**src/rtl/switch_ramp_gen.sv**
```systemverilog
// Thermometer ramp generator: walks 15 switch lines one step per DWELL cycles toward a 4-bit target.
// Optional abort/aborted ports are enabled with the SWITCH_RAMP_ABORT_EN macro.
module switch_ramp_gen #(
  parameter int unsigned DWELL = 4
) (
  input  logic        clk,
  input  logic        rst_n,
  input  logic        start,
  input  logic [3:0]  target,
`ifdef SWITCH_RAMP_ABORT_EN
  input  logic        abort,
  output logic        aborted,
`endif
  output logic [14:0] sw,
  output logic [3:0]  cnt,
  output logic        busy,
  output logic        done
);

  localparam logic [1:0] S_IDLE = 2'd0;
  localparam logic [1:0] S_WAIT = 2'd1;
  localparam logic [1:0] S_STEP = 2'd2;
  localparam logic [1:0] S_DONE = 2'd3;

  localparam logic [7:0] DWELL_M1 = 8'(DWELL - 1);

  logic [1:0]  state_q, state_d, phase;
  logic [7:0]  dcnt_q, dcnt_d;
  logic [3:0]  tgt_q, tgt_d;
  logic [3:0]  cnt_q, cnt_d;
  logic [14:0] sw_q, sw_d;
  logic        busy_q, busy_d;
  logic        done_q, done_d;
  logic        abort_hit;
`ifdef SWITCH_RAMP_ABORT_EN
  logic        aborted_q, aborted_d;
`endif

  always_comb begin
    // The step is taken on the edge where the dwell counter has run out, so
    // the first change lands exactly DWELL edges after the start edge.
    phase = state_q;
    if (state_q == S_WAIT && dcnt_q == 8'd0) phase = S_STEP;

    abort_hit = 1'b0;
`ifdef SWITCH_RAMP_ABORT_EN
    abort_hit = abort && (phase == S_WAIT || phase == S_STEP);
`endif

    state_d = state_q;
    dcnt_d  = dcnt_q;
    tgt_d   = tgt_q;
    cnt_d   = cnt_q;

    case (phase)
      S_IDLE: begin
        if (start) begin
          tgt_d = target;
          if (target == cnt_q) begin
            state_d = S_DONE;
          end else begin
            state_d = S_WAIT;
            dcnt_d  = DWELL_M1;
          end
        end
      end
      S_WAIT: dcnt_d = dcnt_q - 8'd1;
      S_STEP: begin
        cnt_d = (tgt_q > cnt_q) ? 4'(cnt_q + 4'd1) : 4'(cnt_q - 4'd1);
        if (cnt_d == tgt_q) begin
          state_d = S_DONE;
        end else begin
          state_d = S_WAIT;
          dcnt_d  = DWELL_M1;
        end
      end
      default: state_d = S_IDLE;
    endcase

    if (abort_hit) begin
      cnt_d   = cnt_q;
      dcnt_d  = 8'd0;
      state_d = S_DONE;
    end

    busy_d = (state_d == S_WAIT);
    done_d = (state_d == S_DONE);
    sw_d   = 15'((16'd1 << cnt_d) - 16'd1);
`ifdef SWITCH_RAMP_ABORT_EN
    aborted_d = abort_hit;
`endif
  end

  always_ff @(posedge clk or negedge rst_n) begin
    if (!rst_n) begin
      state_q   <= S_IDLE;
      dcnt_q    <= 8'd0;
      tgt_q     <= 4'd0;
      cnt_q     <= 4'd0;
      sw_q      <= 15'd0;
      busy_q    <= 1'b0;
      done_q    <= 1'b0;
`ifdef SWITCH_RAMP_ABORT_EN
      aborted_q <= 1'b0;
`endif
    end else begin
      state_q   <= state_d;
      dcnt_q    <= dcnt_d;
      tgt_q     <= tgt_d;
      cnt_q     <= cnt_d;
      sw_q      <= sw_d;
      busy_q    <= busy_d;
      done_q    <= done_d;
`ifdef SWITCH_RAMP_ABORT_EN
      aborted_q <= aborted_d;
`endif
    end
  end

  assign sw   = sw_q;
  assign cnt  = cnt_q;
  assign busy = busy_q;
  assign done = done_q;
`ifdef SWITCH_RAMP_ABORT_EN
  assign aborted = aborted_q;
`endif

endmodule

```
**config.mk**
```make
export PLATFORM = sky130hd
export DESIGN_NAME = switch_ramp_gen
export DESIGN_NICKNAME = d
export VERILOG_FILES = /design/src/rtl/switch_ramp_gen.sv
export SDC_FILE = /design/constraint.sdc
export NUM_CORES = 1
export LEC_CHECK = 0
export CAP_MARGIN = 30
export CORE_MARGIN = 10
export CORE_UTILIZATION = 53
export CTS_CLUSTER_SIZE = 12
export DETAILED_ROUTE_END_ITERATION = 8
export GPL_ROUTABILITY_DRIVEN = 0
export PLACE_DENSITY_LB_ADDON = 0.1
export RECOVER_POWER = 100
export SYNTH_ARGS = -nofsm -noshare
export SYNTH_HDL_FRONTEND = slang
export SYNTH_SLANG_ARGS = --single-unit
```
**constraint.sdc**
```tcl
create_clock -name clk -period 4.1 [get_ports clk]
set_input_delay 0.82 -clock clk [delete_from_list [all_inputs] [get_ports clk]]
set_output_delay 0.82 -clock clk [all_outputs]
set_load 0.02 [all_outputs]
```
==> summary.md, run 1 <==
| Metric | Value |
|---|---|
| Part of the cycle the worst path needs | 0.9365 |
| Layout cells sized above 1 | 0.1460 |
| Worst-case hold path end point | dcnt_q[7] |
| Post-synth cell types | 43 |
| CP Class | flip-flop to flip-flop |
| FF+latch area | 875.8 µm² |
| Fill count | 254 |
| TritonCTS clock tree | yes |
| CP arrival | 4.08 ns |
| Post-synth top area cell | dfrtp_1 |
| Core area | 0.003390 mm² |
| First-pass GRT wire length | 7521 µm |
| Gr ovfl total | 0 |
| Overall Global Routing Usage | 0.1487 |
| Initial antenna violation count | 0 |
| Slew Limit Fails | 36 |
| DIE HEIGHT | 79.51 µm |
| Antenna cell count | 0 |
| Nature of the critical path endpoint | flip-flop |
| Dpl hpwl | 3325 µm |
| Fin. Hold Viols | 0 |
| Final setup vio count | 0 |
| Yosys warns | 0 |
| Antenna viol nets, final | 0 |
| Syn-to-layout area delta | 24.27% |
| Slew Limit Headroom | -0.2639 |
| Clock sink count | 35 |
| DR WL/cell | 16.68 µm |
| Routed via count | 1523 |
| Post-synth top area share | 0.4667 |
| Number of buffers created by CTS | 5 |
| Final nets | 244 |
| Vias/cell | 5.599 |
| Final min period | 3.840 ns |
| Primary FF master, synth | dfrtp_1 |
| Initial core utilization | 0.5537 |
| IO Pins | 28 |
| Seq/Total Area, Yosys | 0.4667 |
| Vias in the first global route | 1632 |
| Failing checks | max-capacitance violations, max-slew violations |
| I/O Buffers | 27 |
| Worst setup SP type | flip-flop |
| Clk pin slew, worst setup/hold paths | 0.12 ns |
| Post-synth EDFFs | 0 |
| Row Count | 21 |
| DRT Wirelength | 4536 µm |
| Mapped Nets | 202 |
| Clock latency on the worst-skew pair | 0.35 ns |
| Die width | 79.51 µm |
| RR Endpoint | sw[12] |
| DR iter-0 viols | 98 |
| Multi-input logic area | 920.9 µm² |
| FFs w/ async S/R, synth | 1.000 |
| Post-Synthesis Cell Area | 0.001877 mm² |
| Synth top area cells | dfrtp_1 (47%), ha_1 (7.3%), inv_1 (3.2%), nand2_1 (3.0%), xnor2_1 (2.8%) |
| Drt drc | 0 |
| H-tree depth | 2 |
| Largest net degree at the start of global routing | 36 |
| DRT Pass-1 Iters | 4 |
| Syn Area/Cell | 10.26 µm² |
| R2r worst-path depth | 18 |
| Post-layout util | 0.6881 |
| Data required, critical path | 4.34 ns |
| Status | finished, violations left |
| FMAX | 260.4 MHz |
| Worst hold start | dcnt_q[7] |
| Die ar. | 0.006321 mm² |
| Root buf cell | clkbuf_4 |
| R2R Path Start | cnt[1] |
| Worst-Margin Slew | 1.896 ns |
| Worst-path fanout max | 7 |
| HP Class | flip-flop to flip-flop |
| Setup slack, reg-to-reg | 0.26 ns |
| Clock skew | 0.009758 ns |
| Hold buffers post-CTS | 0 |
| Max Cap Violations | 1 |
| Longest Clk Path Bufs | 2 |
| Worst hold stages | 1 |
| #FFs+latches synth | 35 |
| Synth Instances | 183 |
-- stage by stage --
| stage | hold WS, ns | std cells | area (µm²) | setup slack, ns | setup TNS (ns) |
|---|---|---|---|---|---|
| after floorplan | 0.4426 | 183 | 1877 | 0.1931 | 0 |
| after global placement | 0.4606 | 258 | 2227 | 0.3376 | 0 |
| after detailed placement | 0.4864 | 258 | 2227 | 0.08205 | 0 |
| after CTS | 0.5063 | 266 | 2285 | 0.01093 | 0 |
| after global routing | 0.5302 | 272 | 2332 | -0.08720 | -0.1311 |
| final | 0.5066 | 272 | 2332 | 0.2604 | 0 |
-- cells in the mapped netlist (2+ instances only) --
library cell  instances
o21ai_0               9
xor2_1                5
buf_2                 3
o211ai_1              2
nor2_1               10
and2_1                4
nand4_1               4
o31ai_1               6
nand3b_1              3
o21ai_1               4
a21oi_1               6
a22oi_1               2
nor3_1                4
mux2i_1               2
nor4_1                2
nand2b_1              4
xnor2_1               6
ha_1                 11
dfrtp_1              35
inv_1                16
o21a_1                2
nand3_1               4
nand2_1              15
a21oi_2               2
mux2_2                4
-- flip-flops by register name, indices dropped and copies added, names as in the netlist --
register  count
state_q       2
busy          1
cnt           4
tgt_q         4
done          1
dcnt_q        8
sw           15
-- area by class of cell --
cell class,instances,share of cell area
multi-input cells,127,0.3948
flip-flops and latches,35,0.3755
repair buffers,40,0.1545
inverters,16,0.02575
well taps,46,0.02468
clock buffers,5,0.01609
clock inverters,3,0.008584
-- kinds of logic (layout without fill, tap and decap cells) --
logic type / Yosys count / in the layout / share of synthesized area
buffers and inverters: 21 / 64 / 0.04800
muxes: 6 / 6 / 0.03467
xor gates and xnor gates: 12 / 12 / 0.06333
and+or+nand+nor: 57 / 57 / 0.1627
DFF: 35 / 35 / 0.4667
AOI/OAI and AO/OA: 40 / 40 / 0.1407
adders and majority gates: 12 / 12 / 0.08400
-- worst max path at each step --
stage	startpoint	to	slack [ns]	cells after the start
global route	cnt[1]	sw[8]	-0.09	17
CTS	cnt[1]	sw[8]	0.01	17
detailed placement	cnt[1]	sw[8]	0.08	17
floorplan	cnt[1]	sw[4]	0.19	18
finish	cnt[1]	sw[12]	0.26	18
global placement	cnt[1]	sw[8]	0.34	17
-- layer usage --
layer  part of all wire  global-route usage
met3              0.043             0.04955
met5                  0                   0
met4             0.0097             0.03763
met1               0.39              0.1538
met2               0.56              0.2783
-- critical path, cell delays in order (launching register included) --
cell	delay [ns]
dfrtp_1	0.45
inv_1	0.11
ha_1	0.30
nor2b_1	0.15
o211ai_1	0.12
a21oi_2	0.25
inv_1	0.10
ha_1	0.27
a21o_1	0.18
a21oi_1	0.19
xnor2_1	0.19
xnor2_1	0.13
mux2i_2	0.30
nand3b_1	0.17
ha_1	0.31
buf_4	0.20
o21a_1	0.10
o21ai_0	0.14
nand2_1	0.07
-- placed cells by master, fill, tap and decap left out, types with 5 or more instances in the layout --
cell type and instances:
dfrtp_1 35, dlygate4sd3_1 23, inv_1 16, nand2_1 15, ha_1 11, buf_4 11
nor2_1 9, o21ai_0 9, xnor2_1 6, o31ai_1 6, xor2_1 5, a21oi_1 5
clkbuf_4 5
-- timing repair --
action                                  CTS  global route
setup buffers                             0             6
resized for setup                         0             3
endpoints found under the setup margin    0             7
Power of run 1 is left out: the tool's default activity adds up to more than one toggle a clock period on the data nets, which glitch-free logic cannot reach.
==> run 2, diff against run 1 <==
==> constraint.sdc (replaced) <==
create_clock -name clk -period 4.1 [get_ports clk]
set_input_delay 0.82 -clock clk [delete_from_list [all_inputs] [get_ports clk]]
set_output_delay 0.82 -clock clk [all_outputs]
set_load 0.05 [all_outputs]
==> run 2 against run 1 <==
Compared with the run above:
- the flow still finishes with violations (max-capacitance violations, max-slew violations)
- die area did not move
- via count fell by 0.92%
- global-route usage fell by 0.38 points
- fmax rose by 1.9%
- core utilization fell by 0.30 points
- critical path type unchanged
- largest cell class unchanged
- highest routed layer unchanged
==> summary.md, run 2 (synthesis results as in run 1) <==
| Metric | Value |
|---|---|
| Final setup vio count | 0 |
| DR iter-0 viols | 95 |
| CP arrival | 4.03 ns |
| Drt drc | 0 |
| Fin. Hold Viols | 0 |
| TritonCTS clock tree | yes |
| Routed via count | 1509 |
| DRT Pass-1 Iters | 4 |
| I/O Buffers | 27 |
| HP Class | flip-flop to flip-flop |
| FMAX | 265.4 MHz |
| CP Class | flip-flop to flip-flop |
| Core area | 0.003390 mm² |
| Dpl hpwl | 3213 µm |
| Initial antenna violation count | 0 |
| Part of the cycle the worst path needs | 0.9189 |
| Worst-path fanout max | 7 |
| Failing checks | max-capacitance violations, max-slew violations |
| Number of buffers created by CTS | 5 |
| Worst-Margin Slew | 1.848 ns |
| Worst setup SP type | flip-flop |
| Die ar. | 0.006321 mm² |
| DIE HEIGHT | 79.51 µm |
| First-pass GRT wire length | 7189 µm |
| Status | finished, violations left |
| IO Pins | 28 |
| Gr ovfl total | 0 |
| Slew Limit Headroom | -0.2319 |
| Syn-to-layout area delta | 23.73% |
| H-tree depth | 2 |
| Clock sink count | 35 |
| Slew Limit Fails | 36 |
| Final nets | 238 |
| Max Cap Violations | 1 |
| Data required, critical path | 4.36 ns |
| Clock skew | 0.009292 ns |
| Fin Setup TNS | 0 ns |
| Post-layout util | 0.6851 |
| Antenna cell count | 0 |
| Root buf cell | clkbuf_4 |
| Final min period | 3.767 ns |
| DR WL/cell | 16.02 µm |
| Initial core utilization | 0.5537 |
| Most frequent cells in the layout | dfrtp_1 (34), dlygate4sd3_1 (23), inv_1 (16) |
| Largest net degree at the start of global routing | 36 |
| Dpl cell area | 0.002221 mm² |
| DRT Wirelength | 4261 µm |
| Vias in the first global route | 1529 |
| Row Count | 21 |
| Die width | 79.51 µm |
| Layout cells sized above 1 | 0.1091 |
| Longest Clk Path Bufs | 2 |
| Vias/cell | 5.673 |
| Clock latency on the worst-skew pair | 0.35 ns |
| RSZ-0062 raised after global routing | no |
| Finished layout cell area | 0.002322 mm² |
| Hold buffers post-CTS | 0 |
| Commonest non-fill, non-tap cell in the layout | dfrtp_1 |
| Antenna viol nets, final | 0 |
| Max reg flops | 15 |
| Overall Global Routing Usage | 0.1449 |
| Clk pin slew, worst setup/hold paths | 0.11 ns |
| Nature of the critical path endpoint | flip-flop |
run 2: changes by cell type in the layout (fill, tap and decap cells not counted), moves of 2 or more:
cell / change
o21ai_0: +5
buf_4: -7
o21ai_1: -4
bufinv_16: +2
run 2: area by class of cell:
| cell class | count | area (µm²) |
|---|---|---|
| clock inverter | 3 | 67.56 |
| fill | 265 | 1067 |
| timing repair buffer | 34 | 311.5 |
| inverter | 16 | 60.06 |
| clock buffer | 5 | 37.54 |
| multi-input combinational | 127 | 910.9 |
| sequential | 35 | 877.1 |
| tap | 46 | 57.56 |
run 2: timing repair:
action / CTS / global route
setup endpoints to repair: 0 / 7
setup buffers: 0 / 1
gates resized for setup: 0 / 2
run 2: critical path, cell delays in order (launching register included):
cell,delay (ns)
dfrtp_1,0.48
inv_1,0.07
ha_1,0.30
and4_1,0.20
a21oi_2,0.25
inv_1,0.11
ha_1,0.29
a21o_1,0.18
a21oi_1,0.16
xnor2_1,0.18
xnor2_1,0.13
mux2i_2,0.31
nand3b_1,0.17
ha_1,0.29
nor2_1,0.25
a22oi_1,0.11
o21ai_0,0.19
run 2: through the flow:
step	hold slack, ns	worst slack [ns]	std cells
final	0.5030	0.3326	266
after global routing	0.5260	0.01577	266
after CTS	0.5093	0.04760	265
after detailed placement	0.4917	0.1109	257
after global placement	0.4604	0.3162	257
after floorplan	0.4426	0.04083	183
run 2: path summary, 6_finish.rpt:
kind / from / cells past startpoint / slack (ns) / to
worst min-delay path: dcnt_q[7] / 1 / 0.50 / dcnt_q[7]
worst min register to register: dcnt_q[7] / 1 / 0.50 / dcnt_q[7]
worst max register to register: cnt[2] / 16 / 0.33 / sw[10]
max in group asynchronous: rst_n / 2 / 1.40 / cnt[1]
worst max-delay path: cnt[2] / 16 / 0.33 / sw[10]
min in group asynchronous: rst_n / 2 / 1.50 / state_q[0]
run 2: per-layer routing:
metal	vias to the layer above	global-route usage	wire length (µm)
met5	-	0	0
met4	0	0.07527	126
met3	15	0.04617	194
met2	37	0.2565	2346
met1	744	0.1488	1593
li1	713	-	-
Power of run 2 is left out for the same reason.
